**src/rtl/bidir_buffer_arbiter.sv**
```systemverilog
// bidir_buffer_arbiter
//   Direction arbiter for an 8-bit bidirectional buffer. It shares the buffer
//   between an A-side requester (drives A->B) and a B-side requester (drives
//   B->A). It inserts TURN_CYCLES dead cycles with CE low on every direction
//   change, and alternates ownership when both sides request at once.
//
//   Optional feature macro: BURST_LIMIT_EN
//     When defined, a grant held under contention is forcibly handed over
//     after MAX_BURST grant cycles. When undefined, no burst counter is built
//     and MAX_BURST is ignored.
//
//   Parameters
//     TURN_CYCLES  dead cycles on a direction change (1..15)
//     MAX_BURST    grant cycles before forced hand-over (1..255)
//   Ports
//     CLK    rising-edge clock
//     RST    asynchronous reset, active high
//     REQ_A  A-side request (upward, SR=1)
//     REQ_B  B-side request (downward, SR=0)
//     GNT_A  A-side owns the buffer
//     GNT_B  B-side owns the buffer
//     SR     buffer direction, 1 = A->B
//     CE     buffer enable
//     BUSY   arbiter not idle
module bidir_buffer_arbiter #(
    parameter int TURN_CYCLES = 2,
    parameter int MAX_BURST   = 8
) (
    input  logic CLK,
    input  logic RST,
    input  logic REQ_A,
    input  logic REQ_B,
    output logic GNT_A,
    output logic GNT_B,
    output logic SR,
    output logic CE,
    output logic BUSY
);

    typedef enum logic [1:0] {IDLE, TURN, GRANT_A, GRANT_B} state_t;

    localparam logic [3:0] TLAST = 4'(TURN_CYCLES - 1);

    state_t     state;
    logic       last_a;    // last owner was A (reset: B)
    logic       pend_a;    // side to be granted when TURN completes
    logic [3:0] turn_cnt;

    // IDLE pick: A wins when it requests alone, or on a tie when B owned last.
    logic pick_a;
    assign pick_a = REQ_A & (~REQ_B | ~last_a);

    // In GRANT, own/other request seen from the current owner.
    logic own_req, oth_req, burst_hit;
    assign own_req = GNT_A ? REQ_A : REQ_B;
    assign oth_req = GNT_A ? REQ_B : REQ_A;

`ifdef BURST_LIMIT_EN
    localparam int BW = $clog2(MAX_BURST + 1);
    logic [BW-1:0] burst_cnt;
    // The edge that ends the MAX_BURST-th grant cycle is the hand-over edge;
    // once saturated, a late-arriving other request also triggers it.
    assign burst_hit = (burst_cnt >= BW'(MAX_BURST - 1));
`else
    assign burst_hit = 1'b0;
`endif

    always_ff @(posedge CLK or posedge RST) begin
        if (RST) begin
            state    <= IDLE;
            SR       <= 1'b0;
            CE       <= 1'b0;
            GNT_A    <= 1'b0;
            GNT_B    <= 1'b0;
            BUSY     <= 1'b0;
            last_a   <= 1'b0;
            pend_a   <= 1'b0;
            turn_cnt <= '0;
`ifdef BURST_LIMIT_EN
            burst_cnt <= '0;
`endif
        end else begin
            case (state)
                IDLE: begin
                    if (REQ_A || REQ_B) begin
                        BUSY <= 1'b1;
                        if (pick_a == SR) begin
                            state  <= pick_a ? GRANT_A : GRANT_B;
                            GNT_A  <= pick_a;
                            GNT_B  <= ~pick_a;
                            CE     <= 1'b1;
                            last_a <= pick_a;
`ifdef BURST_LIMIT_EN
                            burst_cnt <= '0;
`endif
                        end else begin
                            state    <= TURN;
                            SR       <= pick_a;
                            pend_a   <= pick_a;
                            turn_cnt <= '0;
                        end
                    end
                end
                TURN: begin
                    // Completes even if the pending requester has dropped.
                    if (turn_cnt == TLAST) begin
                        state  <= pend_a ? GRANT_A : GRANT_B;
                        GNT_A  <= pend_a;
                        GNT_B  <= ~pend_a;
                        CE     <= 1'b1;
                        last_a <= pend_a;
`ifdef BURST_LIMIT_EN
                        burst_cnt <= '0;
`endif
                    end else begin
                        turn_cnt <= turn_cnt + 4'd1;
                    end
                end
                GRANT_A, GRANT_B: begin
                    if (!own_req || (burst_hit && oth_req)) begin
                        GNT_A <= 1'b0;
                        GNT_B <= 1'b0;
                        CE    <= 1'b0;
                        if (oth_req) begin
                            state    <= TURN;
                            SR       <= ~GNT_A;
                            pend_a   <= ~GNT_A;
                            turn_cnt <= '0;
                        end else begin
                            state <= IDLE;
                            BUSY  <= 1'b0;
                        end
                    end
`ifdef BURST_LIMIT_EN
                    else if (burst_cnt != BW'(MAX_BURST)) begin
                        burst_cnt <= burst_cnt + 1'b1;
                    end
`endif
                end
                default: state <= IDLE;
            endcase
        end
    end

endmodule

```
**config.mk**
```make
export PLATFORM = sky130hd
export DESIGN_NAME = bidir_buffer_arbiter
export DESIGN_NICKNAME = d
export VERILOG_FILES = /design/src/rtl/bidir_buffer_arbiter.sv
export SDC_FILE = /design/constraint.sdc
export NUM_CORES = 1
export LEC_CHECK = 0
export CAP_MARGIN = 20
export CORE_AREA = 2 2 39 41
export CTS_BUF_LIST = sky130_fd_sc_hd__clkbuf_8
export CTS_CLUSTER_SIZE = 30
export DETAILED_ROUTE_END_ITERATION = 7
export DIE_AREA = 0 0 41 43
export PLACE_DENSITY_LB_ADDON = 0.12
export SYNTH_ARGS = -nofsm -noshare
export SYNTH_HDL_FRONTEND = slang
export SYNTH_SLANG_ARGS = --single-unit
```
**constraint.sdc**
```tcl
create_clock -name CLK -period 2.3 [get_ports CLK]
set_clock_uncertainty 0.05 [all_clocks]
set_input_delay 0.69 -clock CLK [delete_from_list [all_inputs] [get_ports CLK]]
set_output_delay 0.69 -clock CLK [all_outputs]
set_load 0.02 [all_outputs]
```
==> results_dict.tcl, run 1 <==
set metrics [dict create \
    antenna_found_initial 0 \
    synthXorXnorAreaFrac_pct 1.235 \
    crit_fanout 2 \
    p_leak_nw 0.4264 \
    crit_type "in -> reg" \
    synth.area.mux_share_pct 7.937 \
    placed_cells 103 \
    avgSynthCellArea_um2 9.587 \
    start_util_pct 51.27 \
    drv_slew 0 \
    grtUsageTotal_pct 22.83 \
    cts_tree "yes" \
    path_clk_slew_ns 0.06 \
    die_w_um 41 \
    worst_pin_slew_ns 0.4781 \
    fin_ws_ns 0.1228 \
    fin_crit_sh_pct 94.66 \
    drive_gt1_share_pct 22.58 \
    n_antenna_cell 0 \
    area_growth_pct 30.69 \
    dr.pass1.iters 4 \
    gp_congestion 0.8178 \
    nets 101 \
    irDropWorstVdd_uv 872.1 \
    cts_buffers 3 \
    synth_edf_count 0 \
    grt_overflow_total 0 \
    grt_pass1_vias 584 \
    detail_route.wl_per_cell_um 15.28 \
    outcome "complete, no violations" \
    via_per_inst 5.688 \
    h-tree-depth 1 \
    max_slew_margin_pct 68.09 \
    placed_cell_area_um2 853.3 \
    grt_max_degree 13 \
    fin_cells 109 \
    dpl.hpwl_mm 1.140 \
    postSynthCellCount 74 \
    clock_sinks 12 \
    hold_buffers 0 \
    finalSetupTns_ns 0 \
    start_kind "input port" \
    arrival_ns 2.26 \
    synth.distinct_cells 31 \
    clkLatencyLatePin_ns 0.25 \
    synth_simple_gate_area_share_pct 18.17 \
    wl_mm 1.665 \
    drt_iter0_markers 22 \
    design_area_um2 927.1 \
    synth-compound-area-share_pct 20.11 \
    synth_flop_cell "dfrtp_1" \
    utilization_pct 67.00 \
    synth_nets 81 \
    finalSetupViolCount 0 \
    syn-cell-area_um2 709.4 \
    fin_crit_ns 2.177 \
    power_density_nw_per_um2 1517 \
    drc 0 \
    ys_warn_count 0 \
    max_freq_mhz 459.3 \
    grt_pass1_wl_mm 2.635 \
    io_pins 9 \
    power_mw 1.406 \
    fp-row-count 14 \
    core_area_um2 1384 \
    rsz0062_at_grt "false" \
    cts-root-buf "clkbuf_8" \
    io_buffers 8 \
    ys_async_sr_fraction_pct 100.0 \
    hold_ws_ns 0.4248 \
    place_ws_ns -0.5338 \
    cp-end-kind "flip-flop" \
    synth_top_family_by_area "compound AO/OA/AOI/OAI gates" \
    die_area_um2 1763 \
    clock_path_buffers 2 \
    max_cap_violations 0 \
    hold_violations 0 \
    hp-class "reg -> reg" \
    ys_ff_latch 12 \
    critPathRequiredTime_ns 2.38 \
    ys_seq_area_share_pct 42.33 \
    ant_nets 0 \
    via_count 620 \
    dieHeight_um 43 \
    synth_fa_ha_area_share_pct 5.291 \
]
-- cells in the mapped netlist, drive strengths merged, types with 2 or more instances --
library cell	n	share of area [%]
dfrtp	12	42
o21ai	9	6.3
o22ai	2	1.8
inv	7	3.7
mux2	2	3.7
clkbuf	2	1.2
nor2	5	2.6
a21oi	3	2.1
nand2b	3	2.6
mux2i	3	4.2
nand2	6	3.2
ha	3	5.3
-- power breakdown --
part           internal, mW  switching [mW]  leakage [nW]
Sequential            0.308           0.127         0.147
Combinational         0.377           0.354         0.251
Clock                 0.152          0.0883        0.0288
Total                 0.837           0.569         0.426
-- flip-flops by register name, indices dropped and copies added, names as in the netlist --
| name | count |
|---|---|
| GNT_B | 1 |
| pend_a | 1 |
| BUSY | 1 |
| turn_cnt | 4 |
| last_a | 1 |
| CE | 1 |
| state | 2 |
| GNT_A | 1 |
-- metal layers --
| layer | part of all wire, % | GRT usage (%) |
|---|---|---|
| met1 | 44 | 30.07 |
| met3 | 3.8 | 4.712 |
| met5 | 0 | 0 |
| met4 | 1.1 | 10.00 |
| met2 | 51 | 34.69 |
-- repair_timing --
item                       in CTS  in global routing
buffers inserted                2                  0
setup endpoints to repair       7                  0
resized for setup               5                  0
-- cell families (layout without fill, tap and decap cells) --
| kind of cell | count (synthesis) | after routing |
|---|---|---|
| multiplexers | 5 | 5 |
| AND/OR/NAND/NOR | 22 | 22 |
| AO/OA/AOI/OAI | 22 | 22 |
| XOR/XNOR | 1 | 1 |
| adder cells (fa/ha/maj) | 3 | 3 |
| buffers and inverters | 9 | 28 |
| flip-flops | 12 | 12 |
-- cell type report --
cell class	count	area (um^2)
Multi-Input combinational cell	53	380.4
Fill cell	109	456.7
Tap cell	16	20.02
Timing Repair Buffer	17	145.1
Inverter	7	26.28
Sequential cell	12	300.3
Clock buffer	4	55.05
-- critical path: stages --
cell,delay [ns]
dlygate4sd2_1,0.24
a21boi_2,0.16
ha_1,0.33
nor2_2,0.14
a211oi_2,0.06
or3_4,0.36
mux2_4,0.30
-- final timing paths --
kind                             start  depth (start not counted)  slack (ns)        to
worst min register to register    BUSY                          2        0.42      BUSY
worst min-delay path              BUSY                          2        0.42      BUSY
max in group asynchronous          RST                          2        1.17    last_a
worst max register to register  last_a                          6        0.45    last_a
worst max-delay path             REQ_A                          7        0.12    last_a
min in group asynchronous          RST                          2        0.71  state[1]
-- placed cells by master (no fill, tap or decap), types with 2 or more instances in the layout --
| cell | n |
|---|---|
| ha_1 | 3 |
| mux2i_1 | 3 |
| nand2_1 | 6 |
| inv_1 | 7 |
| nand2b_1 | 3 |
| o22ai_1 | 2 |
| o21ai_0 | 9 |
| dlygate4sd2_1 | 2 |
| clkdlybuf4s50_1 | 6 |
| a21oi_1 | 3 |
| clkbuf_8 | 4 |
| nor2_1 | 4 |
| dfrtp_1 | 12 |
| buf_4 | 9 |
(Power assumes the default switching activity.)
==> run 2, diff against run 1 <==
Settings changed: SKIP_LAST_GASP set to 1.
==> results of run 2 <==
No change in the layout: final DEF, timing and power equal those of run 1.
